`src/rtl/ctrl_sequencer.sv`:
```
// ctrl_sequencer: hardwired fetch/decode/execute control unit for ALUSystem.
// Each instruction is fetched as two IR bytes (low byte, then high byte).
// It then executes in one further cycle.
// Outputs are decoded combinationally from the state register, IROut and zlatch.
// While Reset is high, the idle vector is forced in the same cycle.
// Optional feature: define CTRL_INSTR_COUNT_EN to add the retired-instruction
// counter and its InstrCount port.
module ctrl_sequencer #(
  parameter int WIDTH_CNT = 16
) (
  input  logic                 Clock,
  input  logic                 Reset,
  input  logic [15:0]          IROut,
  input  logic [3:0]           ALUOutFlag,
  output logic [1:0]           RF_OutASel,
  output logic [1:0]           RF_OutBSel,
  output logic [1:0]           RF_FunSel,
  output logic [3:0]           RF_RegSel,
  output logic [3:0]           ALU_FunSel,
  output logic [1:0]           ARF_OutCSel,
  output logic [1:0]           ARF_OutDSel,
  output logic [1:0]           ARF_FunSel,
  output logic [2:0]           ARF_RegSel,
  output logic                 IR_LH,
  output logic                 IR_Enable,
  output logic [1:0]           IR_Funsel,
  output logic                 Mem_WR,
  output logic                 Mem_CS,
  output logic [1:0]           MuxASel,
  output logic [1:0]           MuxBSel,
  output logic                 MuxCSel
`ifdef CTRL_INSTR_COUNT_EN
  ,
  output logic [WIDTH_CNT-1:0] InstrCount
`endif
);

  typedef enum logic [2:0] {
    S_INIT    = 3'd0,
    S_FETCH_L = 3'd1,
    S_FETCH_H = 3'd2,
    S_EXEC    = 3'd3,
    S_HALT    = 3'd4
  } state_t;

  state_t     state;
  logic       zlatch;
  logic [3:0] opcode;
  logic [1:0] rd;
  logic [1:0] ra;
  logic [1:0] rb;
  logic [3:0] rd_onehot;
  logic       unused_bits;

  assign opcode    = IROut[15:12];
  assign rd        = IROut[11:10];
  assign ra        = IROut[9:8];
  assign rb        = IROut[7:6];
  assign rd_onehot = 4'b0001 << rd;

  // The immediate byte reaches the datapath through MuxA/MuxB, and only the Z flag steers control.
  assign unused_bits = ^{IROut[5:0], ALUOutFlag[2:0]};

  // Map opcodes 4..7 (ADD/SUB/AND/OR) onto ALU function codes.
  function automatic logic [3:0] alu_code(input logic [1:0] sel);
    case (sel)
      2'd0:    alu_code = 4'b0100;
      2'd1:    alu_code = 4'b0110;
      2'd2:    alu_code = 4'b0111;
      default: alu_code = 4'b1000;
    endcase
  endfunction

  // Sequence state and Z-flag latch; Z is captured only at the end of ALU instructions.
  always_ff @(posedge Clock) begin
    if (Reset) begin
      state  <= S_INIT;
      zlatch <= 1'b0;
    end else begin
      case (state)
        S_INIT:    state <= S_FETCH_L;
        S_FETCH_L: state <= S_FETCH_H;
        S_FETCH_H: state <= S_EXEC;
        S_EXEC: begin
          if (opcode[3:2] == 2'b01) zlatch <= ALUOutFlag[3];
          state <= (opcode == 4'hF) ? S_HALT : S_FETCH_L;
        end
        default:   state <= S_HALT;
      endcase
    end
  end

`ifdef CTRL_INSTR_COUNT_EN
  // Count retired instructions at the end of every EXEC cycle; frozen in HALT.
  always_ff @(posedge Clock) begin
    if (Reset)                InstrCount <= '0;
    else if (state == S_EXEC) InstrCount <= InstrCount + 1'b1;
  end
`endif

  // Decode the control vector; Reset and HALT leave the idle vector in place.
  always_comb begin
    RF_OutASel  = 2'b00;
    RF_OutBSel  = 2'b00;
    RF_FunSel   = 2'b00;
    RF_RegSel   = 4'b0000;
    ALU_FunSel  = 4'b0000;
    ARF_OutCSel = 2'b00;
    ARF_OutDSel = 2'b00;
    ARF_FunSel  = 2'b00;
    ARF_RegSel  = 3'b000;
    IR_LH       = 1'b0;
    IR_Enable   = 1'b0;
    IR_Funsel   = 2'b00;
    Mem_WR      = 1'b0;
    Mem_CS      = 1'b1;
    MuxASel     = 2'b00;
    MuxBSel     = 2'b00;
    MuxCSel     = 1'b0;
    if (!Reset) begin
      case (state)
        S_INIT: begin
          RF_RegSel  = 4'b1111;
          ARF_RegSel = 3'b111;
          IR_Enable  = 1'b1;
        end
        S_FETCH_L, S_FETCH_H: begin
          Mem_CS     = 1'b0;
          IR_LH      = (state == S_FETCH_H);
          IR_Enable  = 1'b1;
          IR_Funsel  = 2'b01;
          ARF_RegSel = 3'b001;
          ARF_FunSel = 2'b11;
        end
        S_EXEC: begin
          case (opcode)
            4'h1: begin
              RF_RegSel = rd_onehot;
              MuxASel   = 2'b10;
              RF_FunSel = 2'b01;
            end
            4'h2: begin
              RF_RegSel   = rd_onehot;
              Mem_CS      = 1'b0;
              ARF_OutDSel = 2'b01;
              MuxASel     = 2'b01;
              RF_FunSel   = 2'b01;
            end
            4'h3: begin
              RF_OutASel  = rd;
              Mem_CS      = 1'b0;
              Mem_WR      = 1'b1;
              ARF_OutDSel = 2'b01;
            end
            4'h4, 4'h5, 4'h6, 4'h7: begin
              RF_OutASel = ra;
              RF_OutBSel = rb;
              ALU_FunSel = alu_code(opcode[1:0]);
              RF_RegSel  = rd_onehot;
              RF_FunSel  = 2'b01;
            end
            4'h8: begin
              RF_RegSel = rd_onehot;
              RF_FunSel = 2'b11;
            end
            4'h9: begin
              RF_RegSel = rd_onehot;
              RF_FunSel = 2'b10;
            end
            4'hA, 4'hB: begin
              if (opcode[0] || zlatch) begin
                MuxBSel    = 2'b10;
                ARF_RegSel = 3'b001;
                ARF_FunSel = 2'b01;
              end
            end
            4'hC: begin
              MuxBSel    = 2'b10;
              ARF_RegSel = 3'b010;
              ARF_FunSel = 2'b01;
            end
            default: ;
          endcase
        end
        default: ;
      endcase
    end
  end

endmodule

```
`config.mk`:
```
export PLATFORM = sky130hd
export DESIGN_NAME = ctrl_sequencer
export DESIGN_NICKNAME = d
export VERILOG_FILES = /design/src/rtl/ctrl_sequencer.sv
export SDC_FILE = /design/constraint.sdc
export NUM_CORES = 1
export LEC_CHECK = 0
export CORE_ASPECT_RATIO = 1.4
export CORE_MARGIN = 2
export CORE_UTILIZATION = 32
export DETAILED_ROUTE_END_ITERATION = 10
export HOLD_SLACK_MARGIN = 0.02
export PLACE_DENSITY = 0.81
export RECOVER_POWER = 100
export SLEW_MARGIN = 15
export SYNTH_ARGS = -nofsm -noshare
export SYNTH_HDL_FRONTEND = slang
export SYNTH_SLANG_ARGS = --single-unit
```
`constraint.sdc`:
```
create_clock -name Clock -period 2.23 [get_ports Clock]
set_clock_uncertainty 0.2 [all_clocks]
set_input_delay 0.3345 -clock Clock [delete_from_list [all_inputs] [get_ports Clock]]
set_output_delay 0.3345 -clock Clock [all_outputs]
set_load 0.1 [all_outputs]
```
==> flow_metrics.py, run 1 <==
metrics = {
    "floorplanning": {
        "die_h_um": 57.8,
        "initial_utilization": 0.339,
        "ios": 56,
        "die_w_um": 42.4,
        "row_count": 19,
    },
    "clock_tree": {
        "cts_hold_buffers": 0,
        "cts_max_level": 1,
        "post-cts-setup-buffer-count": 4,
        "cts_root_buf": "clkbuf_4",
        "cts.sinks": 4,
        "post_cts_resized": 26,
        "numCtsBuffers": 3,
        "clk_path_buf_depth": 2,
    },
    "yosys": {
        "yosysWarnings": 0,
        "synth_ff_type": "dfxtp_1",
        "synth_edf_count": 0,
        "synth_cells": 91,
        "ys_seq_area_frac": 0.121,
        "yosys_register_bits": 4,
        "synth.avg_cell_area_um2": 7.26,
        "synth-async-reset-ratio": 0,
        "netlist_area_um2": 661,
        "synth_cell_types": 36,
    },
    "place": {
        "gp_congestion": 0.809,
        "dp_hpwl_mm": 2.76,
        "portBuffers": 40,
        "place_area_um2": 1820,
        "dp_cells": 173,
    },
    "status": {
        "stop_error": "[ERROR DPL-0033] detailed placement checks failed during check placement.",
        "failed_stage": "4_1_cts",
        "outcome": "aborted with a tool error",
    },
}
-- logic make-up after synthesis --
group / Yosys count / synth area share
flops: 4 / 0.121
other cells: 1 / 0.00568
simple gates: 44 / 0.405
xor+xnor: 1 / 0.0133
compound gates: 19 / 0.210
buf+inv: 16 / 0.131
fa+ha+maj: 6 / 0.114
-- through the flow --
stage / hold slack [ns] / worst slack (ns)
3_5_place_dp: 0.274 / -0.563
3_3_place_gp: 0.261 / -0.464
2_1_floorplan: 0.204 / -0.348
-- synthesized netlist by cell type (2+ instances only) --
library cell  number  area (um^2)
buf_4              6         45.0
dfxtp_1            4         80.1
clkbuf_1           2         7.51
a21oi_1            5         25.0
a32o_1             2         20.0
nor2_1            10         37.5
and2_1             9         56.3
inv_1              5         18.8
or2_2              3         18.8
nor4_1             2         12.5
nand2_1            5         18.8
nor3_2             2         20.0
nand3_1            3         15.0
ha_1               6         75.1
o31ai_1            3         22.5
buf_2              2         10.0
o41ai_1            3         26.3
==> run 2, diff against run 1 <==
--- a/config.mk
+++ b/config.mk
@@ -5,12 +5,10 @@
 export SDC_FILE = /design/constraint.sdc
 export NUM_CORES = 1
 export LEC_CHECK = 0
-export CORE_ASPECT_RATIO = 1.4
-export CORE_MARGIN = 2
-export CORE_UTILIZATION = 32
+export CORE_AREA = 2 2 63 65
 export DETAILED_ROUTE_END_ITERATION = 10
-export HOLD_SLACK_MARGIN = 0.02
-export PLACE_DENSITY = 0.81
+export DIE_AREA = 0 0 65 67
+export PLACE_DENSITY_LB_ADDON = 0.15
 export RECOVER_POWER = 100
 export SLEW_MARGIN = 15
 export SYNTH_ARGS = -nofsm -noshare
==> run 2 against run 1 <==
  * The flow now finishes, with violations (negative setup slack)
  * Synthesized cell count stayed put
  * Area after synthesis stayed put
==> flow_metrics.py, run 2 <==
metrics = {
    "status": {
        "outcome": "finished, violations left",
        "violations": "negative setup slack",
    },
    "route": {
        "drt_pre_antenna_iters": 4,
        "vias": 897,
        "viasPerCell": 4.40,
        "drt-initial-drc-count": 11,
        "routed_wl_mm": 2.58,
        "drc_errors": 0,
        "drtAntennaViolNets": 0,
        "wl_per_cell_um": 12.7,
    },
    "yosys": {
        "netlist_area_um2": 661,
        "yosys.cell_count.top_type": "nor2_1",
        "synth_edf_count": 0,
        "ys_seq_area_frac": 0.121,
        "synth_fa_ha_area_frac": 0.114,
        "yosysWarnings": 0,
        "yosys_register_bits": 4,
        "synth_top_family_by_area": "simple AND/OR/NAND/NOR gates",
        "synth.avg_cell_area_um2": 7.26,
        "synth-async-reset-ratio": 0,
        "yosys-top-cells-count": "10 x nor2_1, 9 x and2_1, 6 x buf_4, 6 x ha_1",
        "synth.area.top_cells": "dfxtp_1 12%, ha_1 11%, and2_1 8.5%, buf_4 6.8%, nor2_1 5.7%",
        "synth-compound-area-share": 0.210,
        "yosysTopAreaCell": "dfxtp_1",
        "synth_xor_xnor_area_share": 0.0133,
        "synth_mux_area_frac": 0,
        "synth_ff_type": "dfxtp_1",
        "synth_cell_types": 36,
        "synth_cells": 91,
        "synthSimpleGateAreaFrac": 0.405,
        "synth_top_area_frac": 0.121,
    },
    "hold_path": {
        "hp-class": "primary input to flip-flop",
    },
    "clock_tree": {
        "cts_tree": "done",
        "cts.sinks": 4,
        "numCtsBuffers": 3,
        "cts_max_level": 1,
        "insertion_delay_ns": 0.22,
        "cts_root_buf": "clkbuf_8",
        "clk_path_buf_depth": 2,
        "cts_hold_buffers": 0,
        "path_clk_slew_ns": 0.04,
    },
    "global_routing": {
        "grt_max_degree": 10,
        "grt_pass1_vias": 868,
        "grt_pass1_wl_mm": 4.13,
        "gr-total-overflow": 0,
        "grt_use_total": 0.121,
        "antenna_found_initial": 0,
    },
    "cells_and_area": {
        "syn_to_final_growth_pct": 195,
        "layout_common_cells": "29 x buf_12, 23 x buf_4, 9 x and2_2, 7 x clkdlybuf4s50_1, 6 x conb_1",
        "reg.largest.list": "state (3), zlatch (1)",
        "insertedDiodeCount": 0,
        "largest_reg_flops": 3,
        "largest-register": "state",
        "fill_cells": 338,
        "drive_gt1_frac": 0.712,
        "final_common_cell": "buf_12",
        "layout.nets": 186,
    },
    "power_and_ir_drop": {
        "irDropWorstVdd_mv": 0.187,
        "leakage_nw": 0.813,
        "power.total_mw": 0.879,
        "p_per_area_nw_per_um2": 452,
    },
    "critical_path": {
        "critPathMostFrequentCell": "buf_12",
        "critPathArrivalTime_ns": 1.72,
        "crit_type": "primary input to output pin",
        "cp_max_fo": 5,
        "slowest_delay_ns": 0.37,
        "path_cells": "buf_6 > buf_8 > inv_8 > ha_4 > o21ba_4 > o31ai_4 > buf_12 > o41ai_4 > buf_12",
        "startpoint_type": "primary input",
        "required_ns": 1.70,
        "regToRegSetupSlack_ns": 0.83,
        "crit_path_end_kind": "output pin",
        "slowest_stage": "o41ai_4",
    },
    "sta": {
        "slew_violations": 0,
        "setup_tns_ns": -0.0515,
        "fmax_mhz": 444,
        "setup_viol": 3,
        "rsz0062_at_grt": "yes",
        "finalWorstSetupSlack_ns": -0.0230,
        "min_period_ns": 2.25,
        "min_period_over_period": 1.01,
        "hold_viol_final": 0,
    },
    "floorplanning": {
        "row_count": 22,
        "die_w_um": 65,
        "initial_utilization": 0.183,
        "die_h_um": 67,
        "ios": 56,
        "core_area_um2": 3610,
        "die_area_um2": 4360,
    },
    "place": {
        "gp_congestion": 0.771,
        "dp_hpwl_mm": 2.10,
        "dp_slack_ns": -0.493,
        "portBuffers": 40,
    },
    "run": {
        "drv_cap": 0,
    },
}
run 2: cell families after synthesis:
family,after synthesis
adder cells (fa/ha/maj),6
AO/OA/AOI/OAI,19
other,1
flip-flops,4
XOR/XNOR,1
AND/OR/NAND/NOR,44
buffers and inverters,16
run 2: power by group:
part	internal [mW]	switching, mW	total (mW)
combinational	0.232	0.399	0.631
sequential	0.0782	0.0136	0.0918
clock	0.115	0.0408	0.156
run 2: cell type report:
cell class                      instances  area, um^2  share of cell area
Multi-Input combinational cell         76         812               0.417
Timing Repair Buffer                   68         917               0.471
Tap cell                               48        60.1              0.0308
Clock buffer                            3        41.3              0.0212
Inverter                                5        30.0              0.0154
Sequential cell                         4        86.3              0.0443
run 2: through the flow:
step | utilization | std cells | cell area [um^2] | hold slack, ns
after global placement | 0.512 | 199 | 1850 | 0.260
after floorplan | - | 96 | 991 | 0.204
after detailed placement | 0.512 | 199 | 1850 | 0.270
after CTS | 0.538 | 203 | 1940 | 0.274
after global routing | 0.540 | 204 | 1950 | 0.166
final | 0.540 | 204 | 1950 | 0.154
run 2: worst max-delay path, delay by kind of cell:
kind | cells | cell delay, ns
adder cells (fa/ha/maj) | 1 | 0.16
buffers and inverters | 5 | 0.64
AO/OA/AOI/OAI | 3 | 0.58
run 2: routing by layer:
metal  vias up  share of wire  global-route usage  routed length, um
met5         -              0                   0                  0
met4         0              0              0.0479                  0
met3         0          0.053              0.0169                136
met2        28           0.58               0.216               1510
met1       428           0.36               0.144                940
li1        441              -                   -                  -
run 2: what timing repair did:
item,in CTS,in global routing
setup endpoints to repair,24,16
pin swaps,12,10
hold endpoints to repair,0,0
gates resized for setup,23,6
setup buffers,2,2
run 2: final timing paths:
check                 startpoint             endpoint  depth (start not counted)
max                    IROut[12]         RF_RegSel[1]                          9
min                        Reset  state[2]$_SDFF_PP0_                          2
max reg2reg  state[1]$_SDFF_PP0_  zlatch$_SDFFE_PP0P_                          3
min reg2reg  zlatch$_SDFFE_PP0P_  zlatch$_SDFFE_PP0P_                          2
Power figures use the tool's default switching activity.
==> run 3, diff against run 2 <==
--- a/config.mk
+++ b/config.mk
@@ -8,6 +8,7 @@
 export CORE_AREA = 2 2 63 65
 export DETAILED_ROUTE_END_ITERATION = 10
 export DIE_AREA = 0 0 65 67
+export GPL_TIMING_DRIVEN = 0
 export PLACE_DENSITY_LB_ADDON = 0.15
 export RECOVER_POWER = 100
 export SLEW_MARGIN = 15
==> run 3 against run 2 <==
  * The run now ends clean
  * Power shrank 11%
  * Clock power shrank 3%
  * Global-route usage grew 0.063 points
  * Worst setup slack gained 0.042 ns
  * Hold slack lost 0.0017 ns
  * Non-clock buffer count shrank 5
  * Critical path type unchanged
  * Largest power group unchanged
==> flow_metrics.py, run 3 (same netlist as run 2, synthesis figures left out) <==
metrics = {
    "cells_and_area": {
        "fin_area_um2": 1670,
        "layout_common_cells": "22 x buf_4, 11 x buf_6, 7 x buf_12, 6 x buf_2, 6 x conb_1",
        "largest_reg_flops": 3,
        "syn_to_final_growth_pct": 152,
        "reg.largest.list": "state (3), zlatch (1)",
        "insertedDiodeCount": 0,
        "largest-register": "state",
        "drive_gt1_frac": 0.715,
        "layout.nets": 181,
        "final_common_cell": "buf_4",
    },
    "clock_tree": {
        "cts_max_level": 1,
        "cts_hold_buffers": 0,
        "path_clk_slew_ns": 0.03,
        "numCtsBuffers": 3,
        "cts_tree": "done",
        "cts.sinks": 4,
        "clk_path_buf_depth": 2,
        "insertion_delay_ns": 0.22,
        "cts_root_buf": "clkbuf_8",
    },
    "global_routing": {
        "grt_max_degree": 11,
        "grt_pass1_vias": 899,
        "gr-total-overflow": 0,
        "grt_pass1_wl_mm": 4.18,
        "grt_use_total": 0.121,
        "antenna_found_initial": 0,
    },
    "critical_path": {
        "startpoint_type": "primary input",
        "cp_max_fo": 8,
        "required_ns": 1.70,
        "critPathArrivalTime_ns": 1.68,
        "worstRegToRegCells": 7,
        "r2r_end": "state[2]$_SDFF_PP0_",
        "path_cells": "clkdlybuf4s15_2 > or4_4 > nand3_4 > o41ai_4 > buf_6",
        "crit_family": "simple AND/OR/NAND/NOR gates",
        "cp_num_buf_inv": 2,
        "slowest_delay_ns": 0.57,
        "crit_path_end_kind": "output pin",
        "crit_type": "primary input to output pin",
        "regToRegSetupSlack_ns": 0.71,
        "slowest_stage": "or4_4",
        "r2r-start": "state[0]$_SDFF_PP0_",
    },
    "place": {
        "dp_slack_ns": -1.64,
        "gp_congestion": 0.758,
        "portBuffers": 39,
        "dp_hpwl_mm": 1.82,
        "place_area_um2": 1440,
    },
    "sta": {
        "fmax_mhz": 452,
        "tightest_slew_ns": 0.541,
        "min_period_over_period": 0.992,
        "rsz0062_at_grt": "yes",
        "min_period_ns": 2.21,
        "setup_viol": 0,
        "hold_viol_final": 0,
        "slew_violations": 0,
        "finalWorstSetupSlack_ns": 0.0187,
        "slew_headroom": 0.641,
    },
    "floorplanning": {
        "core_area_um2": 3610,
        "ios": 56,
        "row_count": 22,
        "initial_utilization": 0.183,
        "die_h_um": 67,
        "die_area_um2": 4360,
        "die_w_um": 65,
    },
    "power_and_ir_drop": {
        "irDropWorstVdd_mv": 0.206,
        "leakage_nw": 0.736,
        "p_per_area_nw_per_um2": 469,
    },
    "route": {
        "viasPerCell": 4.29,
        "drt_pre_antenna_iters": 4,
        "vias": 854,
        "routed_wl_mm": 2.35,
        "wl_per_cell_um": 11.8,
        "drc_errors": 0,
        "drt-initial-drc-count": 23,
        "drtAntennaViolNets": 0,
    },
    "hold_path": {
        "hp-class": "primary input to flip-flop",
        "hold_path_depth": 2,
        "min_to": "state[2]$_SDFF_PP0_",
        "hp-start": "Reset",
    },
    "run": {
        "drv_cap": 0,
    },
    "status": {
        "outcome": "finished clean",
    },
}
run 3: area by class of cell:
class                   count  area, um^2
fillers                   366        1940
clock buffers               3        41.3
multi-input cells          76         831
flip-flops and latches      4        83.8
inverters                   5        25.0
well taps                  48        60.1
repair buffers             53         542
plain buffers              10        83.8
run 3: per-layer routing:
metal | wire length, um | track usage
met1 | 943 | 0.145
met2 | 1270 | 0.214
met3 | 144 | 0.0372
met4 | 0 | 0.0239
met5 | 0 | 0
run 3: metrics by stage:
| step | TNS, ns | utilization | hold slack (ns) | power, mW | std cells |
|---|---|---|---|---|---|
| global placement | -36.72 | 0.400 | 0.266 | 0.602 | 183 |
| detailed placement | -37.60 | 0.400 | 0.270 | 0.606 | 183 |
| floorplan | -1.15 | - | 0.204 | 0.500 | 96 |
| global route | -0.619 | 0.462 | 0.169 | 0.815 | 199 |
| finish | 0 | 0.462 | 0.153 | 0.782 | 199 |
| CTS | 0 | 0.465 | 0.274 | 0.784 | 195 |
run 3: what timing repair did:
| action | CTS | global route |
|---|---|---|
| resized for setup | 230 | 8 |
| setup buffers | 10 | 7 |
| pin swaps | 8 | 6 |
| endpoints found under the setup margin | 28 | 19 |
run 3: worst max-delay path by stage:
stage / from / end / slack, ns / depth (start not counted)
detailed placement: IROut[13] / RF_OutASel[0] / -1.64 / 7
global placement: IROut[13] / RF_OutASel[0] / -1.58 / 7
CTS: state[0]$_SDFF_PP0_ / RF_RegSel[1] / 0.0003 / 6
finish: IROut[14] / RF_RegSel[1] / 0.02 / 5
global route: state[2]$_SDFF_PP0_ / RF_OutASel[0] / -0.06 / 4
floorplan: state[0]$_SDFF_PP0_ / RF_RegSel[1] / -0.35 / 5
run 3: worst register-to-register path, delay by kind of cell (launching register included):
family / cells / cell delay, ns
buf+inv: 4 / 0.51
flops: 1 / 0.31
simple gates: 2 / 0.19
compound gates: 1 / 0.19
run 3: power breakdown:
part / switching [mW] / internal, mW / total, mW
Sequential: 0.00772 / 0.0783 / 0.0860
Combinational: 0.387 / 0.158 / 0.545
Clock: 0.0361 / 0.115 / 0.151
Total: 0.431 / 0.351 / 0.782
